[config.mk]
export PLATFORM = sky130hd
export DESIGN_NAME = lcd_bus_arbiter
export DESIGN_NICKNAME = d
export VERILOG_FILES = /design/src/rtl/lcd_pkg.sv /design/src/rtl/lcd_tick_gen.sv /design/src/rtl/lcd_bus_arbiter.sv
export SDC_FILE = /design/constraint.sdc
export NUM_CORES = 1
export LEC_CHECK = 0
export CORE_UTILIZATION = 45
export CTS_CLUSTER_DIAMETER = 200
export DETAILED_ROUTE_END_ITERATION = 7
export PLACE_DENSITY = 0.71
export REMOVE_ABC_BUFFERS = 1
export SLEW_MARGIN = 5
export SYNTH_ARGS = -nofsm -noshare
export SYNTH_HDL_FRONTEND = slang
export SYNTH_SLANG_ARGS = --single-unit
[constraint.sdc]
create_clock -name Clk -period 2.3 [get_ports Clk]
set_input_delay 0.69 -clock Clk [delete_from_list [all_inputs] [get_ports Clk]]
set_output_delay 0.69 -clock Clk [all_outputs]
set_load 0.03 [all_outputs]
[src/rtl/lcd_pkg.sv]
// lcd_pkg: shared HD44780 command constants, the arbiter FSM state type,
// the init ROM depth and small helpers used by the LCD bus arbiter.
package lcd_pkg;

  // HD44780 command bytes
  localparam logic [7:0] FUNC_SET   = 8'h38;  // 8-bit bus, 2 lines, 5x8 font
  localparam logic [7:0] DISP_ON    = 8'h0C;  // display on, cursor off
  localparam logic [7:0] ENTRY_INC  = 8'h06;  // auto-increment, no shift
  localparam logic [7:0] CLEAR      = 8'h01;
  localparam logic [7:0] HOME       = 8'h02;
  localparam logic [7:0] DDRAM_L1   = 8'h80;
  localparam logic [7:0] DDRAM_L2   = 8'hC0;
  localparam logic [7:0] CGRAM_BASE = 8'h40;

  localparam int INIT_DEPTH = 4;

  typedef enum logic [2:0] {
    INIT_WAIT = 3'd0,
    INIT_LOAD = 3'd1,
    IDLE      = 3'd2,
    SETUP     = 3'd3,
    PULSE     = 3'd4,
    HOLD      = 3'd5
  } lcd_state_e;

  // Power-up init ROM, played in index order.
  function automatic logic [7:0] init_byte(input logic [1:0] idx);
    logic [7:0] b;
    case (idx)
      2'd0:    b = FUNC_SET;
      2'd1:    b = DISP_ON;
      2'd2:    b = ENTRY_INC;
      2'd3:    b = CLEAR;
      default: b = CLEAR;
    endcase
    return b;
  endfunction

  // Clear (0x01) and home (0x02/0x03, bit 0 is don't-care) need the long wait.
  function automatic logic is_long_cmd(input logic rs, input logic [7:0] d);
    return (rs == 1'b0) && ((d == CLEAR) || (d == HOME) || (d == 8'h03));
  endfunction

endpackage

[src/rtl/lcd_tick_gen.sv]
// lcd_tick_gen: free-running divider producing a one-Clk tick every TICK_DIV
// cycles; the tick is the time base for all LCD bus phases.
// Ports: Clk (clock), rst (async active-low reset), tick (registered pulse).
module lcd_tick_gen #(
  parameter int TICK_DIV = 2500
) (
  input  logic Clk,
  input  logic rst,
  output logic tick
);

  localparam int CW = (TICK_DIV > 1) ? $clog2(TICK_DIV) : 1;
  localparam logic [CW-1:0] CNT_LAST = CW'(TICK_DIV - 1);

  logic [CW-1:0] cnt_q, cnt_d;
  logic          tick_q, tick_d;

  // Divider wrap and tick generation.
  always_comb begin
    if (cnt_q == CNT_LAST) begin
      cnt_d  = '0;
      tick_d = 1'b1;
    end else begin
      cnt_d  = cnt_q + CW'(1);
      tick_d = 1'b0;
    end
  end

  // Divider state and registered tick.
  always_ff @(posedge Clk or negedge rst) begin
    if (!rst) begin
      cnt_q  <= '0;
      tick_q <= 1'b0;
    end else begin
      cnt_q  <= cnt_d;
      tick_q <= tick_d;
    end
  end

  assign tick = tick_q;

endmodule

[src/rtl/lcd_bus_arbiter.sv]
// lcd_bus_arbiter: owns the HD44780 write-only bus. Plays the power-up init
// sequence, then grants the bus round-robin to N_REQ byte requesters, with a
// per-requester lock that keeps multi-byte bursts contiguous.
// Ports: Clk/rst; req/req_rs/req_data/req_lock from requesters; gnt/ack back
// to them; init_done/busy status; LCD_DATA/LCD_EN/LCD_RW/LCD_RS to the pins.
module lcd_bus_arbiter
  import lcd_pkg::*;
#(
  parameter int N_REQ         = 3,
  parameter int TICK_DIV      = 2500,
  parameter int SHORT_WAIT    = 1,
  parameter int LONG_WAIT     = 32,
  parameter int POWERON_TICKS = 300
) (
  input  logic               Clk,
  input  logic               rst,
  input  logic [N_REQ-1:0]   req,
  input  logic [N_REQ-1:0]   req_rs,
  input  logic [8*N_REQ-1:0] req_data,
  input  logic [N_REQ-1:0]   req_lock,
  output logic [N_REQ-1:0]   gnt,
  output logic [N_REQ-1:0]   ack,
  output logic               init_done,
  output logic               busy,
  output logic [7:0]         LCD_DATA,
  output logic               LCD_EN,
  output logic               LCD_RW,
  output logic               LCD_RS
);

  localparam int LW = (N_REQ > 1) ? $clog2(N_REQ) : 1;
  localparam int WW = 16;
  localparam logic [WW-1:0] PON_LAST   = WW'(POWERON_TICKS - 1);
  localparam logic [WW-1:0] SHORT_W    = WW'(SHORT_WAIT);
  localparam logic [WW-1:0] LONG_W     = WW'(LONG_WAIT);
  localparam logic [LW-1:0] LAST_RESET = LW'(N_REQ - 1);
  localparam logic [1:0]    INIT_LAST  = 2'(INIT_DEPTH - 1);

  logic tick;

  lcd_tick_gen #(.TICK_DIV(TICK_DIV)) u_tick (
    .Clk  (Clk),
    .rst  (rst),
    .tick (tick)
  );

  lcd_state_e       state_q, state_d;
  logic [WW-1:0]    wait_q, wait_d;
  logic [1:0]       idx_q, idx_d;
  logic [LW-1:0]    last_q, last_d;
  logic [7:0]       data_q, data_d;
  logic             rs_q, rs_d, en_q, en_d;
  logic             init_done_q, init_done_d, busy_q, busy_d;
  logic [N_REQ-1:0] gnt_q, gnt_d, ack_q, ack_d;
  logic [LW-1:0]    win;
  int               cand;

  // Winner selection: locked owner keeps the bus, else scan from last+1.
  always_comb begin
    win  = last_q;
    cand = 0;
    if (req_lock[last_q] && req[last_q]) begin
      win = last_q;
    end else begin
      for (int k = N_REQ; k >= 1; k--) begin
        // Scanning backwards lets the nearest candidate overwrite farther ones.
        cand = (int'(last_q) + k) % N_REQ;
        if (req[cand]) begin
          win = LW'(cand);
        end else begin
          win = win;
        end
      end
    end
  end

  // Next-state logic.
  always_comb begin
    state_d = state_q;
    case (state_q)
      INIT_WAIT: state_d = (tick && (wait_q == PON_LAST)) ? INIT_LOAD : INIT_WAIT;
      INIT_LOAD: state_d = tick ? SETUP : INIT_LOAD;
      IDLE:      state_d = (init_done_q && (|req)) ? SETUP : IDLE;
      SETUP:     state_d = tick ? PULSE : SETUP;
      PULSE:     state_d = tick ? HOLD : PULSE;
      HOLD: begin
        if (tick && (wait_q <= WW'(1))) begin
          state_d = (init_done_q || (idx_q == INIT_LAST)) ? IDLE : INIT_LOAD;
        end else begin
          state_d = HOLD;
        end
      end
      default:   state_d = INIT_WAIT;
    endcase
  end

  // Output and datapath next values.
  always_comb begin
    wait_d      = wait_q;
    idx_d       = idx_q;
    last_d      = last_q;
    data_d      = data_q;
    rs_d        = rs_q;
    en_d        = en_q;
    init_done_d = init_done_q;
    gnt_d       = gnt_q;
    ack_d       = '0;
    case (state_q)
      INIT_WAIT: begin
        if (tick) wait_d = wait_q + WW'(1);
        else      wait_d = wait_q;
      end
      INIT_LOAD: begin
        data_d = init_byte(idx_q);
        rs_d   = 1'b0;
        gnt_d  = '0;
      end
      IDLE: begin
        if (init_done_q && (|req)) begin
          data_d = req_data[{win, 3'b000} +: 8];
          rs_d   = req_rs[win];
          gnt_d  = N_REQ'(1) << win;
          ack_d  = N_REQ'(1) << win;
          last_d = win;
        end else begin
          gnt_d  = '0;
        end
      end
      SETUP: begin
        if (tick) en_d = 1'b1;
        else      en_d = 1'b0;
      end
      PULSE: begin
        if (tick) begin
          en_d   = 1'b0;
          wait_d = is_long_cmd(rs_q, data_q) ? LONG_W : SHORT_W;
        end else begin
          en_d   = 1'b1;
        end
      end
      HOLD: begin
        if (tick && (wait_q <= WW'(1))) begin
          gnt_d = '0;
          if (!init_done_q) begin
            if (idx_q == INIT_LAST) init_done_d = 1'b1;
            else                    idx_d       = idx_q + 2'd1;
          end else begin
            idx_d = idx_q;
          end
        end else if (tick) begin
          wait_d = wait_q - WW'(1);
        end else begin
          wait_d = wait_q;
        end
      end
      default: begin
        en_d  = 1'b0;
        gnt_d = '0;
      end
    endcase
    busy_d = (state_d != IDLE);
  end

  // State and registered outputs.
  always_ff @(posedge Clk or negedge rst) begin
    if (!rst) begin
      state_q     <= INIT_WAIT;
      wait_q      <= '0;
      idx_q       <= 2'd0;
      last_q      <= LAST_RESET;
      data_q      <= 8'h00;
      rs_q        <= 1'b0;
      en_q        <= 1'b0;
      init_done_q <= 1'b0;
      busy_q      <= 1'b1;
      gnt_q       <= '0;
      ack_q       <= '0;
    end else begin
      state_q     <= state_d;
      wait_q      <= wait_d;
      idx_q       <= idx_d;
      last_q      <= last_d;
      data_q      <= data_d;
      rs_q        <= rs_d;
      en_q        <= en_d;
      init_done_q <= init_done_d;
      busy_q      <= busy_d;
      gnt_q       <= gnt_d;
      ack_q       <= ack_d;
    end
  end

  assign gnt       = gnt_q;
  assign ack       = ack_q;
  assign init_done = init_done_q;
  assign busy      = busy_q;
  assign LCD_DATA  = data_q;
  assign LCD_EN    = en_q;
  assign LCD_RS    = rs_q;
  assign LCD_RW    = 1'b0;

endmodule

Yosys cells after proc, flatten, opt, wreduce, memory -nomap -nowiden

Cells that the tools add are included.

Reduce and logical (&&, ||, !) cells: 21
Muxes and demuxes: 49
Equality and inequality tests: 20
Shifts and indexed selects: 2
Add/sub/neg operators: 7
Bitwise gates (word level): 4
Order comparisons: 6
Divide/modulo/power cells: 3

Operator list:

| kind                                                                           | number |
|---|---|
| 32-bit by 4-bit less-than comparator with 1-bit output (second input constant) | 3 |
| 32-bit by 3-bit modulo with 32-bit output (second input constant)              | 3 |
| 16-bit 2-to-1 mux                                                              | 4 |
| 16-bit one-hot mux with 3 select lines                                         | 1 |
| 8-bit one-hot mux with 4 select lines                                          | 1 |
| 24-bit by 6-bit indexed part select with 8-bit output                          | 1 |
| 1-bit 2-to-1 mux                                                               | 18 |
| 3-bit one-hot mux with 6 select lines                                          | 1 |
| 16-bit by 1-bit adder with 16-bit output (second input constant)               | 1 |
| 16-bit by 9-bit equality test with 1-bit output (second input constant)        | 1 |
| 8-bit by 2-bit equality test with 1-bit output (second input constant)         | 2 |
| 16-bit by 1-bit <= comparator with 1-bit output (second input constant)        | 1 |
| 8-bit one-hot mux with 2 select lines                                          | 1 |
| 16-bit by 1-bit subtractor with 16-bit output (second input constant)          | 1 |
| 3-bit 2-to-1 mux                                                               | 5 |
| 12-bit by 1-bit adder with 12-bit output (second input constant)               | 1 |
| 1-bit binary-select mux with 2-bit select                                      | 6 |
| 12-bit equality test (second input constant)                                   | 1 |
| 12-bit 2-to-1 mux                                                              | 1 |
| 2-bit 2-to-1 mux                                                               | 6 |
| 3-bit one-hot mux with 3 select lines                                          | 1 |
| 8-bit by 1-bit equality test with 1-bit output (second input constant)         | 1 |
| 8-bit 2-to-1 mux                                                               | 1 |
| 2-bit AND reduction                                                            | 4 |
| 27 further kinds                                                               | 46 |

Word-level logic and storage cells: 125
Bits in registers: 54
Input port bits: 35

Logic depth before layout (Yosys ltp)

Gate-level depths: netlist of the first run.

Word-level depth: 13
Depth in mapped cells: 10
Depth with buffers taken out: 8

Cells and area by module

Synthesis of the first run repeated with hierarchy kept, for this count alone.

Cell total of the unflattened synthesis: 414
Area, all modules: 3,588.4 µm²

By module, submodules not included:

| module          | cells an instance | times used | area each (µm²) |
|---|---|---|---|
| lcd_bus_arbiter | 359               | 1          | 2,977.9 |
| lcd_tick_gen    | 55                | 1          | 610.6 |

Worst setup path after synthesis of the first run

OpenSTA, ideal clock, no wires.

Path kind: register to register
From: reg last_q[1]
To: reg data_q[0] (netlist: LCD_DATA[0])
Library setup time: 120 ps
Setup slack: -188 ps
Arrival time: 2,368 ps
Period minus slack after synthesis: 2,488 ps
Path buffers: 2
Required time: 2,180 ps
Stages on the path, launching flop included: 10
Cells stage by stage: dfstp_2 -> ha_1 -> clkbuf_1 -> nand2_1 -> o21bai_1 -> a221oi_1 -> o31ai_2 -> buf_2 -> o221ai_1 -> a31o_2

Longest elaborated chain between the ends: 12
Elaborated cells on any way between the ends: 27
Those cells by class: add/sub: 3; div: 3; shift: 1; mux: 19; reduce/logical: 1

Ends and longest elaborated chain:

| item                                                      | RTL line               | text |
|---|---|---|
| start: declaration                                        | lcd_bus_arbiter.sv:50  | `logic [LW-1:0] last_q, last_d;` |
| start signal: assignment                                  | lcd_bus_arbiter.sv:182 | `last_q <= last_d;` |
| 2-bit by 2-bit adder with 3-bit output                    | lcd_bus_arbiter.sv:67  | `cand = (int'(last_q) + k) % N_REQ;` |
| 32-bit by 3-bit modulo with 32-bit output                 | lcd_bus_arbiter.sv:67  |  |
| 1-bit binary-select mux with 2-bit select                 | lcd_bus_arbiter.sv:68  | `if (req[cand]) begin` |
| 1-bit 2-to-1 mux (implied by the code) (2 in a row)       | lcd_bus_arbiter.sv:68  |  |
| 2-bit 2-to-1 mux (3 in a row)                             | lcd_bus_arbiter.sv:68  |  |
| 2-bit 2-to-1 mux (*)                                      | lcd_bus_arbiter.sv:62  | `if (req_lock[last_q] && req[last_q]) begin` |
| 24-bit by 6-bit indexed part select with 8-bit output (*) | lcd_bus_arbiter.sv:120 | `data_d = req_data[{win, 3'b000} +: 8];` |
| 8-bit 2-to-1 mux (*)                                      | lcd_bus_arbiter.sv:119 | `if (init_done_q && (\|req)) begin` |
| 8-bit one-hot mux with 2 select lines (*)                 | lcd_bus_arbiter.sv:108 | `case (state_q)` |
| end signal: assignment                                    | lcd_bus_arbiter.sv:183 | `data_q <= data_d;` |
| end: declaration                                          | lcd_bus_arbiter.sv:51  | `logic [7:0] data_q, data_d;` |

Every way passes the cells marked *; elsewhere a longest branch is shown, timed or not. The select of a mux whose other input is x is not followed.
A chain may end at the register's enable or synchronous reset.

Worst setup path in the final report of the first run

From: reg wait_q[12]
To: reg busy_q (netlist: busy)

Longest elaborated chain between the ends: 5
Elaborated cells on any way between the ends: 8
Those cells by class: order compare: 1; eq/ne: 2; mux: 3; reduce/logical: 2

Ends and longest elaborated chain:

| item                                            | RTL line               | text |
|---|---|---|
| start: declaration                              | lcd_bus_arbiter.sv:48  | `logic [WW-1:0] wait_q, wait_d;` |
| start signal: assignment                        | lcd_bus_arbiter.sv:180 | `wait_q <= wait_d;` |
| 16-bit by 1-bit <= comparator with 1-bit output | lcd_bus_arbiter.sv:87  | `if (tick && (wait_q <= WW'(1))) begin` |
| 1-bit logical AND                               | lcd_bus_arbiter.sv:87  |  |
| 3-bit 2-to-1 mux                                | lcd_bus_arbiter.sv:87  |  |
| 3-bit one-hot mux with 6 select lines           | lcd_bus_arbiter.sv:80  | `case (state_q)` |
| named net state_d[1]                            | lcd_bus_arbiter.sv:47  | `lcd_state_e state_q, state_d;` |
| 3-bit by 2-bit != test with 1-bit output        | lcd_bus_arbiter.sv:161 | `busy_d = (state_d != IDLE);` |
| named net busy_d                                | lcd_bus_arbiter.sv:53  | `logic init_done_q, init_done_d, busy_q, busy_d;` |
| end signal: assignment                          | lcd_bus_arbiter.sv:187 | `busy_q <= busy_d;` |
| end: declaration                                | lcd_bus_arbiter.sv:53  |  |

The timed path passes the listed nets, and every way through them passes these cells.

==> results.tsv, run 1 <==
stage	metric	value	unit
run_status	status	complete, no violations	
floorplan	Top Ports	54	
synthesis	top cells by area, synth	dfrtp_1, a21oi_1, o21ai_0	
cells_and_area	Final nets	545	
setup_path	Crit. End Element	register	
grt	GRT Util Overall	0.247	
clock_tree	clock sink count	54	
timing	Final Critical Period	2.25	ns
detailed_routing	drt wl/cell	16.2	microns
setup_path	Startpoint Class	register	
cells_and_area	Fillers	709	
floorplan	row count	32	
detailed_routing	WL final	9.76	mm
floorplan	Die X	91	microns
detailed_routing	DR iter-0 viols	138	
cells_and_area	Antenna Cells	0	
hold_path	worst hold path type	in2async	
clock_tree	Clk pin slew, worst setup/hold paths	0.11	ns
place	Final GP Congestion	0.903	
timing	Final setup viols	0	
setup_path	RR Endpoint	busy$_DFF_PN1_	
synthesis	Post-Syn Area	3560	sq um
cells_and_area	post-route cell area	4650	sq um
flow_run	max_cap viols	0	
setup_path	Levels on crit path	6	
floorplan	Die Area	8280	sq um
timing	max-slew violation count	0	
place	dpl cells	591	
place	Final HPWL DP	7.47	mm
synthesis	ys async rst share	1.00	
grt	grt total ovfl	0	
timing	RSZ-0062 raised after global routing	yes	
timing	total negative setup slack	0	ns
synthesis	share of the synthesized area in the top cell type	0.365	
cells_and_area	Finished Layout Cells	603	
setup_path	Reg2Reg Setup Slack	0.05	ns
setup_path	Top delay family on crit path	simple AND/OR/NAND/NOR gates	
grt	vias in the first global route	3413	
synthesis	most common cell in the netlist	dfrtp_1	
setup_path	Crit-path slowest cell	or4_4	
detailed_routing	via count	3474	
clock_tree	Max H-tree Level	2	
timing	Final period util	0.977	
synthesis	number of synthesis warnings	0	
synthesis	number of synthesized flops with an enable pin	0	
cells_and_area	Area Growth Syn to Fin	30.4	%
timing	Fmax	0.445	GHz
clock_tree	Max clock buf depth	2	
setup_path	worst reg-to-reg path cell count	6	
place	DP Worst Slack	-0.493	ns
timing	Final Worst Setup Slack	0.0533	ns
grt	largest net degree at the start of global routing	36	
floorplan	initial core utilization	0.464	
synthesis	Seq/Total Area, Yosys	0.380	
synthesis	Gate Count Post-Synth	421	
synthesis	post-synthesis cell type count	61	
synthesis	synth cell count leaders	dfrtp_1, nand2_1, nor2_1, a21oi_1, o21ai_0	
clock_tree	cts hold-fix bufs	0	
synthesis	post-synthesis register bit count	54	
detailed_routing	remaining antenna violation count after routing	0	
timing	Max transition margin	0.584	
place	PortBufs	52	
power_and_ir_drop	VDD IR max	0.285	mV
synthesis	syn avg cell area	8.47	sq um
timing	hold slack	0.313	ns
power_and_ir_drop	Pwr Total	1.69	mW
grt	initial antenna violation count	0	
power_and_ir_drop	Lkg Pwr	2.01	nW
setup_path	CP Cell Sequence	or2_4 > or4_4 > or4_4 > or3_4 > o21ai_2 > nand2b_2	
setup_path	CP Buf/Inv Count	0	
synthesis	top_reg_cell synth	dfrtp_1	
floorplan	DIE HEIGHT	91	microns
synthesis	Yosys top cell by area	dfrtp_1	
setup_path	CP Data Arrival Time	2.51	ns
clock_tree	CTS tree	done	
setup_path	Worst Path Required	2.56	ns
detailed_routing	vias per cell	5.76	
timing	worst slew pin tran	0.618	ns
clock_tree	clock tree root driver cell	clkbuf_8	
detailed_routing	Remaining DRCs	0	
setup_path	Largest stage delay, worst path	0.55	ns
cells_and_area	share of cells above drive strength 1	0.184	
power_and_ir_drop	PD cells	364	nW/um^2
clock_tree	Worst-Skew Late Latency	0.32	ns
cells_and_area	Layout Utilization	0.605	
floorplan	core area	7690	sq um
setup_path	launching point of the worst reg2reg path	wait_q[12]$_DFFE_PN0P_	
place	placed inst area	4440	sq um
setup_path	Crit path top cell by count	or4_4	
timing	Max Clock Skew	0.0134	ns
detailed_routing	DRT Pass-1 Iters	5	
clock_tree	TritonCTS buffer count	5	
setup_path	Max FO, Critical Path	5	
setup_path	crit path kind	reg2reg	
timing	Hold Fails Final Rpt	0	
grt	first-pass GRT wire length	16.5	mm
==> kinds of logic after synthesis <==
| group | synth area share |
|---|---|
| and+or+nand+nor | 0.227 |
| AOI/OAI and AO/OA | 0.251 |
| DFF | 0.380 |
| buffers and inverters | 0.0586 |
| xor gates and xnor gates | 0.0270 |
| adders and majority gates | 0.0351 |
| muxes | 0.0200 |
| other | 0.00105 |
==> how the worst max path moves through the flow <==
stage | endpoint | start | slack, ns
6_report | busy$_DFF_PN1_ | wait_q[12]$_DFFE_PN0P_ | 0.05
4_1_cts | LCD_DATA[7]$_DFFE_PN0P_ | last_q[1]$_DFFE_PN1P_ | 0.03
3_5_place_dp | LCD_DATA[7]$_DFFE_PN0P_ | req[2] | -0.49
3_3_place_gp | LCD_RS$_DFFE_PN0P_ | req[2] | -0.43
2_1_floorplan | LCD_DATA[0]$_DFFE_PN0P_ | last_q[0]$_DFFE_PN0P_ | -0.28
5_1_grt | LCD_DATA[6]$_DFFE_PN0P_ | last_q[0]$_DFFE_PN0P_ | -0.01
==> where the power goes <==
part           internal, mW  leakage (nW)  switching, mW
sequential            0.949         0.712              0
clock                 0.227        0.0502          0.348
combinational        0.0925          1.24         0.0748
total                  1.27          2.01          0.423
==> layout make-up <==
class | instances | area (sq um) | area share
sequential | 54 | 1350 | 0.291
clock buffer | 5 | 68.8 | 0.0148
timing repair buffer | 99 | 887 | 0.191
inverter | 24 | 90.1 | 0.0194
clock inverter | 3 | 28.8 | 0.00619
tap | 102 | 128 | 0.0274
multi-input combinational | 316 | 2090 | 0.450
==> cells in the final DEF, fill, tap and decap left out, drive strengths merged, types with 4 or more instances in the layout <==
| master | Yosys | layout |
|---|---|---|
| o22ai | 6 | 6 |
| dfrtp | 52 | 52 |
| or4 | 6 | 6 |
| nor2 | 31 | 31 |
| inv | 24 | 25 |
| mux2i | 6 | 6 |
| clkdlybuf4s50 | 0 | 48 |
| nor2b | 6 | 6 |
| a31oi | 12 | 12 |
| o221ai | 6 | 6 |
| nand3 | 13 | 13 |
| a211oi | 6 | 6 |
| a21o | 5 | 5 |
| xnor2 | 8 | 8 |
| and3 | 10 | 10 |
| o31a | 4 | 4 |
| o31ai | 13 | 13 |
| buf | 8 | 48 |
| nor3 | 13 | 13 |
| nand2 | 32 | 32 |
| nor4 | 7 | 7 |
| ha | 10 | 10 |
| nand4 | 7 | 7 |
| nand2b | 10 | 10 |
| a21oi | 28 | 28 |
| o21ai | 39 | 39 |
| clkbuf | 19 | 6 |
==> sequential cells by signal, indices dropped and copies added (netlist names) <==
name          flops
LCD_DATA          8
LCD_EN            1
LCD_RS            1
ack               3
busy              1
gnt               3
idx_q             2
init_done         1
last_q            2
state_q           3
u_tick.cnt_q     12
u_tick.tick       1
wait_q           16
==> metal layers <==
metal  wire [microns]  vias up  global-route usage
met5                0        -                   0
met4               93        0              0.0595
met3              381        9              0.0343
met2             4650       84               0.407
met1             4630     1677               0.343
li1                 -     1704                   -
==> worst register-to-register path, cell delays in order (launching register included) <==
cell	delay [ns]
dfrtp_1	0.39
or2_4	0.27
or4_4	0.45
or4_4	0.55
or3_4	0.39
o21ai_2	0.08
nand2b_2	0.07
==> timing repair <==
item                                    4_1_cts  5_1_grt
endpoints found under the hold margin         0        0
gates cloned                                  0        1
pin swaps                                     1        6
setup buffers                                 2        1
resized for setup                             7       23
endpoints found under the setup margin       13       16
Note: power is estimated with default switching activity, not from simulation.
==> run 2, diff against run 1 <==
--- a/config.mk
+++ b/config.mk
@@ -5,12 +5,14 @@
 export SDC_FILE = /design/constraint.sdc
 export NUM_CORES = 1
 export LEC_CHECK = 0
+export CORE_ASPECT_RATIO = 1.75
 export CORE_UTILIZATION = 45
 export CTS_CLUSTER_DIAMETER = 200
 export DETAILED_ROUTE_END_ITERATION = 7
-export PLACE_DENSITY = 0.71
+export PLACE_DENSITY = 0.78
 export REMOVE_ABC_BUFFERS = 1
 export SLEW_MARGIN = 5
 export SYNTH_ARGS = -nofsm -noshare
 export SYNTH_HDL_FRONTEND = slang
+export SYNTH_HIERARCHICAL = 1
 export SYNTH_SLANG_ARGS = --single-unit
==> run 2 against run 1 <==
Net effect:
- via count up 8.7%
- clock power up 35%
- sequential share of layout area down 1.8 points
- sequential power about the same
- register-to-register slack worse by 0.03 ns
- global-route usage up 2.2 points
- synthesized area up 0.67%
- combinational power about the same
- synthesized cell count down 1.7%
- clock skew down 0.0064 ns
- largest power group unchanged
==> results.tsv, run 2 <==
stage	metric	value	unit	change
run_status	status	complete, no violations		
power_and_ir_drop	Lkg Pwr	2.02	nW	+0.75%
cells_and_area	Biggest register	wait_q		
clock_tree	Max clock buf depth	2		unchanged
grt	first-pass GRT wire length	17.8	mm	+7.7%
setup_path	Startpoint Class	register		
timing	worst slew pin tran	0.580	ns	-0.0384 ns
setup_path	launching point of the worst reg2reg path	last_q[1]$_DFFE_PN1P_		
timing	RSZ-0062 raised after global routing	yes		
detailed_routing	via count	3775		+8.7%
timing	Final setup viols	0		unchanged
grt	vias in the first global route	3824		+12%
clock_tree	CTS tree	done		
timing	Hold Fails Final Rpt	0		unchanged
place	Final GP Congestion	0.900		-0.40%
detailed_routing	DR iter-0 viols	352		+160%
floorplan	core area	7620	sq um	-0.88%
setup_path	Worst Path Required	2.51	ns	-0.05 ns
place	DP Worst Slack	-0.684	ns	-0.191 ns
setup_path	CP Cell Sequence	ha_4 > mux2_4 > a211oi_4 > or2_4 > nand2_4 > buf_8 > mux2i_2 > a221oi_2		
clock_tree	clock tree root driver cell	clkbuf_16		
floorplan	Die X	69.5	microns	-24%
grt	largest net degree at the start of global routing	24		-33%
cells_and_area	Sequential Area	1350	sq um	unchanged
place	placed inst area	4530	sq um	+2.1%
detailed_routing	remaining antenna violation count after routing	0		unchanged
clock_tree	Max H-tree Level	2		unchanged
synthesis	most common cell in the netlist	dfrtp_1		
timing	Max Clock Skew	0.00702	ns	-0.00636 ns
setup_path	Reg2Reg Setup Slack	0.03	ns	-0.03 ns
floorplan	row count	42		+31%
timing	Final Worst Setup Slack	0.0259	ns	-0.0274 ns
clock_tree	Worst-Skew Late Latency	0.30	ns	-0.02 ns
setup_path	crit path from	last_q[1]$_DFFE_PN1P_		
cells_and_area	share of cells above drive strength 1	0.251		+0.0678
cells_and_area	Fillers	569		-20%
cells_and_area	Antenna Cells	0		unchanged
floorplan	Die Area	8350	sq um	+0.83%
cells_and_area	most common cell after layout, fill and taps aside	buf_4		
synthesis	Seq/Total Area, Yosys	0.377		-0.00252
detailed_routing	Remaining DRCs	0		unchanged
clock_tree	cts hold-fix bufs	0		unchanged
synthesis	Gate Count Post-Synth	414		-1.7%
detailed_routing	vias per cell	6.28		+9.0%
synthesis	number of synthesis warnings	6		+6
clock_tree	Clk pin slew, worst setup/hold paths	0.07	ns	-0.04 ns
detailed_routing	DRT Pass-1 Iters	4		-1
place	Final HPWL DP	7.98	mm	+6.9%
place	PortBufs	52		unchanged
timing	Final period util	0.989		+0.0119
hold_path	worst hold path type	in2async		
grt	GRT Util Overall	0.268		+0.0215
cells_and_area	max reg flops	16		unchanged
clock_tree	clock sink count	54		unchanged
setup_path	CP Data Arrival Time	2.48	ns	-0.03 ns
power_and_ir_drop	VDD IR max	0.426	mV	+50%
cells_and_area	post-route cell area	4950	sq um	+6.6%
grt	grt total ovfl	0		unchanged
power_and_ir_drop	PD cells	382	nW/um^2	+5.0%
synthesis	share of the synthesized area in the top cell type	0.363		-0.00242
synthesis	post-synthesis register bit count	54		unchanged
cells_and_area	area occupied by multi-input gates	2300	sq um	+9.7%
setup_path	Crit-path slowest cell	dfstp_2		
setup_path	Largest stage delay, worst path	0.58	ns	+0.03 ns
synthesis	syn avg cell area	8.67	sq um	+2.4%
setup_path	Crit. End Element	register		
flow_run	max_cap viols	0		unchanged
timing	Final Critical Period	2.27	ns	+0.0274 ns
setup_path	Max FO, Critical Path	8		+3
synthesis	ys async rst share	1.00		unchanged
floorplan	initial core utilization	0.471		+0.00723
grt	initial antenna violation count	0		unchanged
timing	max-slew violation count	0		unchanged
clock_tree	TritonCTS buffer count	5		unchanged
synthesis	top_reg_cell synth	dfrtp_1		
setup_path	Top delay family on crit path	flip-flops		
timing	Fmax	0.440	GHz	-1.2%
detailed_routing	WL final	10.9	mm	+12%
detailed_routing	drt wl/cell	18.1	microns	+12%
cells_and_area	Final nets	557		+2.2%
synthesis	Yosys top cell by area	dfrtp_1		
cells_and_area	Area Growth Syn to Fin	38.1	%	
setup_path	crit path kind	reg2reg		
synthesis	number of synthesized flops with an enable pin	0		unchanged
synthesis	synth cell count leaders	dfrtp_1, o21ai_0, nor2_1, nand2_1, a21oi_1		
setup_path	CP Buf/Inv Count	1		+1
synthesis	Post-Syn Area	3590	sq um	+0.67%
floorplan	DIE HEIGHT	120	microns	+32%
timing	Max transition margin	0.610		+0.0258
synthesis	top cells by area, synth	dfrtp_1, o21ai_0, ha_1		
synthesis	post-synthesis cell type count	63		+3.3%
floorplan	Top Ports	54		unchanged
cells_and_area	most frequent cells in the layout	buf_4, dfrtp_1, clkdlybuf4s50_1		
==> run 2: changes by cell type after synthesis, sizes merged, moves of 6 or more <==
| cell | change |
|---|---|
| a22oi | +7 |
| and3 | -6 |
| inv | -7 |
| nand2 | -7 |
| nor3 | +7 |
| o211ai | +8 |
| o221ai | -6 |
| o31ai | -9 |
==> run 2: logic make-up after synthesis <==
logic type / Yosys count / synth area share
and+or+nand+nor: 156 / 0.243
DFF: 54 / 0.377
muxes: 10 / 0.0286
adders and majority gates: 10 / 0.0349
other: 1 / 0.00105
xor gates and xnor gates: 7 / 0.0171
buffers and inverters: 39 / 0.0474
AOI/OAI and AO/OA: 137 / 0.251
==> run 2: area by class of cell <==
| type | count | share of cell area |
|---|---|---|
| multi-input combinational | 321 | 0.463 |
| timing repair buffer | 113 | 0.199 |
| inverter | 17 | 0.0129 |
| tap | 88 | 0.0222 |
| clock inverter | 2 | 0.00354 |
| clock buffer | 6 | 0.0260 |
| sequential | 54 | 0.273 |
==> run 2: path summary, 6_finish.rpt <==
| path | depth (start not counted) | to |
|---|---|---|
| max in group asynchronous | 2 | u_tick/cnt_q[0]$_DFF_PN0_ |
| setup reg to reg | 8 | LCD_DATA[5]$_DFFE_PN0P_ |
| hold / removal | 1 | state_q[1]$_DFF_PN0_ |
| min in group Clk | 1 | u_tick/cnt_q[0]$_DFF_PN0_ |
| setup / recovery | 8 | LCD_DATA[5]$_DFFE_PN0P_ |
| hold reg to reg | 1 | u_tick/cnt_q[0]$_DFF_PN0_ |
==> run 2: metrics by stage <==
stage	TNS, ns	util	hold WS, ns	instances	power (mW)
after floorplan	-1.03	-	0.394	392	1.00
after global placement	-8.40	0.594	0.457	588	1.10
after detailed placement	-9.90	0.594	0.470	588	1.10
after CTS	0	0.633	0.329	599	1.89
after global routing	-0.251	0.650	0.348	601	1.95
final	0	0.650	0.320	601	1.89
==> run 2: worst reg2reg max path, delay by kind of cell, from the launching register on <==
| kind | cells | cell delay, ns |
|---|---|---|
| simple gates | 2 | 0.24 |
| buf+inv | 1 | 0.15 |
| fa+ha+maj | 1 | 0.24 |
| flops | 1 | 0.58 |
| mux | 2 | 0.47 |
| compound gates | 2 | 0.50 |
==> run 2: per-layer routing <==
layer | vias to the layer above | track usage | part of all wire
li1 | 1765 | - | -
met1 | 1815 | 0.274 | 0.37
met2 | 160 | 0.505 | 0.55
met3 | 35 | 0.0479 | 0.045
met4 | 0 | 0.144 | 0.040
met5 | - | 0 | 0
==> run 2: power breakdown <==
part	total (mW)	switching, mW	internal [mW]
logic	0.167	0.0738	0.0930
clock network	0.776	0.365	0.411
registers	0.949	0	0.949
==> run 2: timing repair <==
action                     in CTS  in global routing
pin swaps                      14                 13
setup endpoints to repair      18                 23
buffers inserted                3                  4
resized for setup              45                 25
==> run 3, diff against run 2 <==
--- a/config.mk
+++ b/config.mk
@@ -9,6 +9,7 @@
 export CORE_UTILIZATION = 45
 export CTS_CLUSTER_DIAMETER = 200
 export DETAILED_ROUTE_END_ITERATION = 7
+export GPL_TIMING_DRIVEN = 1
 export PLACE_DENSITY = 0.78
 export REMOVE_ABC_BUFFERS = 1
 export SLEW_MARGIN = 5
==> results of run 3 <==
No change in the layout: final DEF, timing and power equal those of run 2.
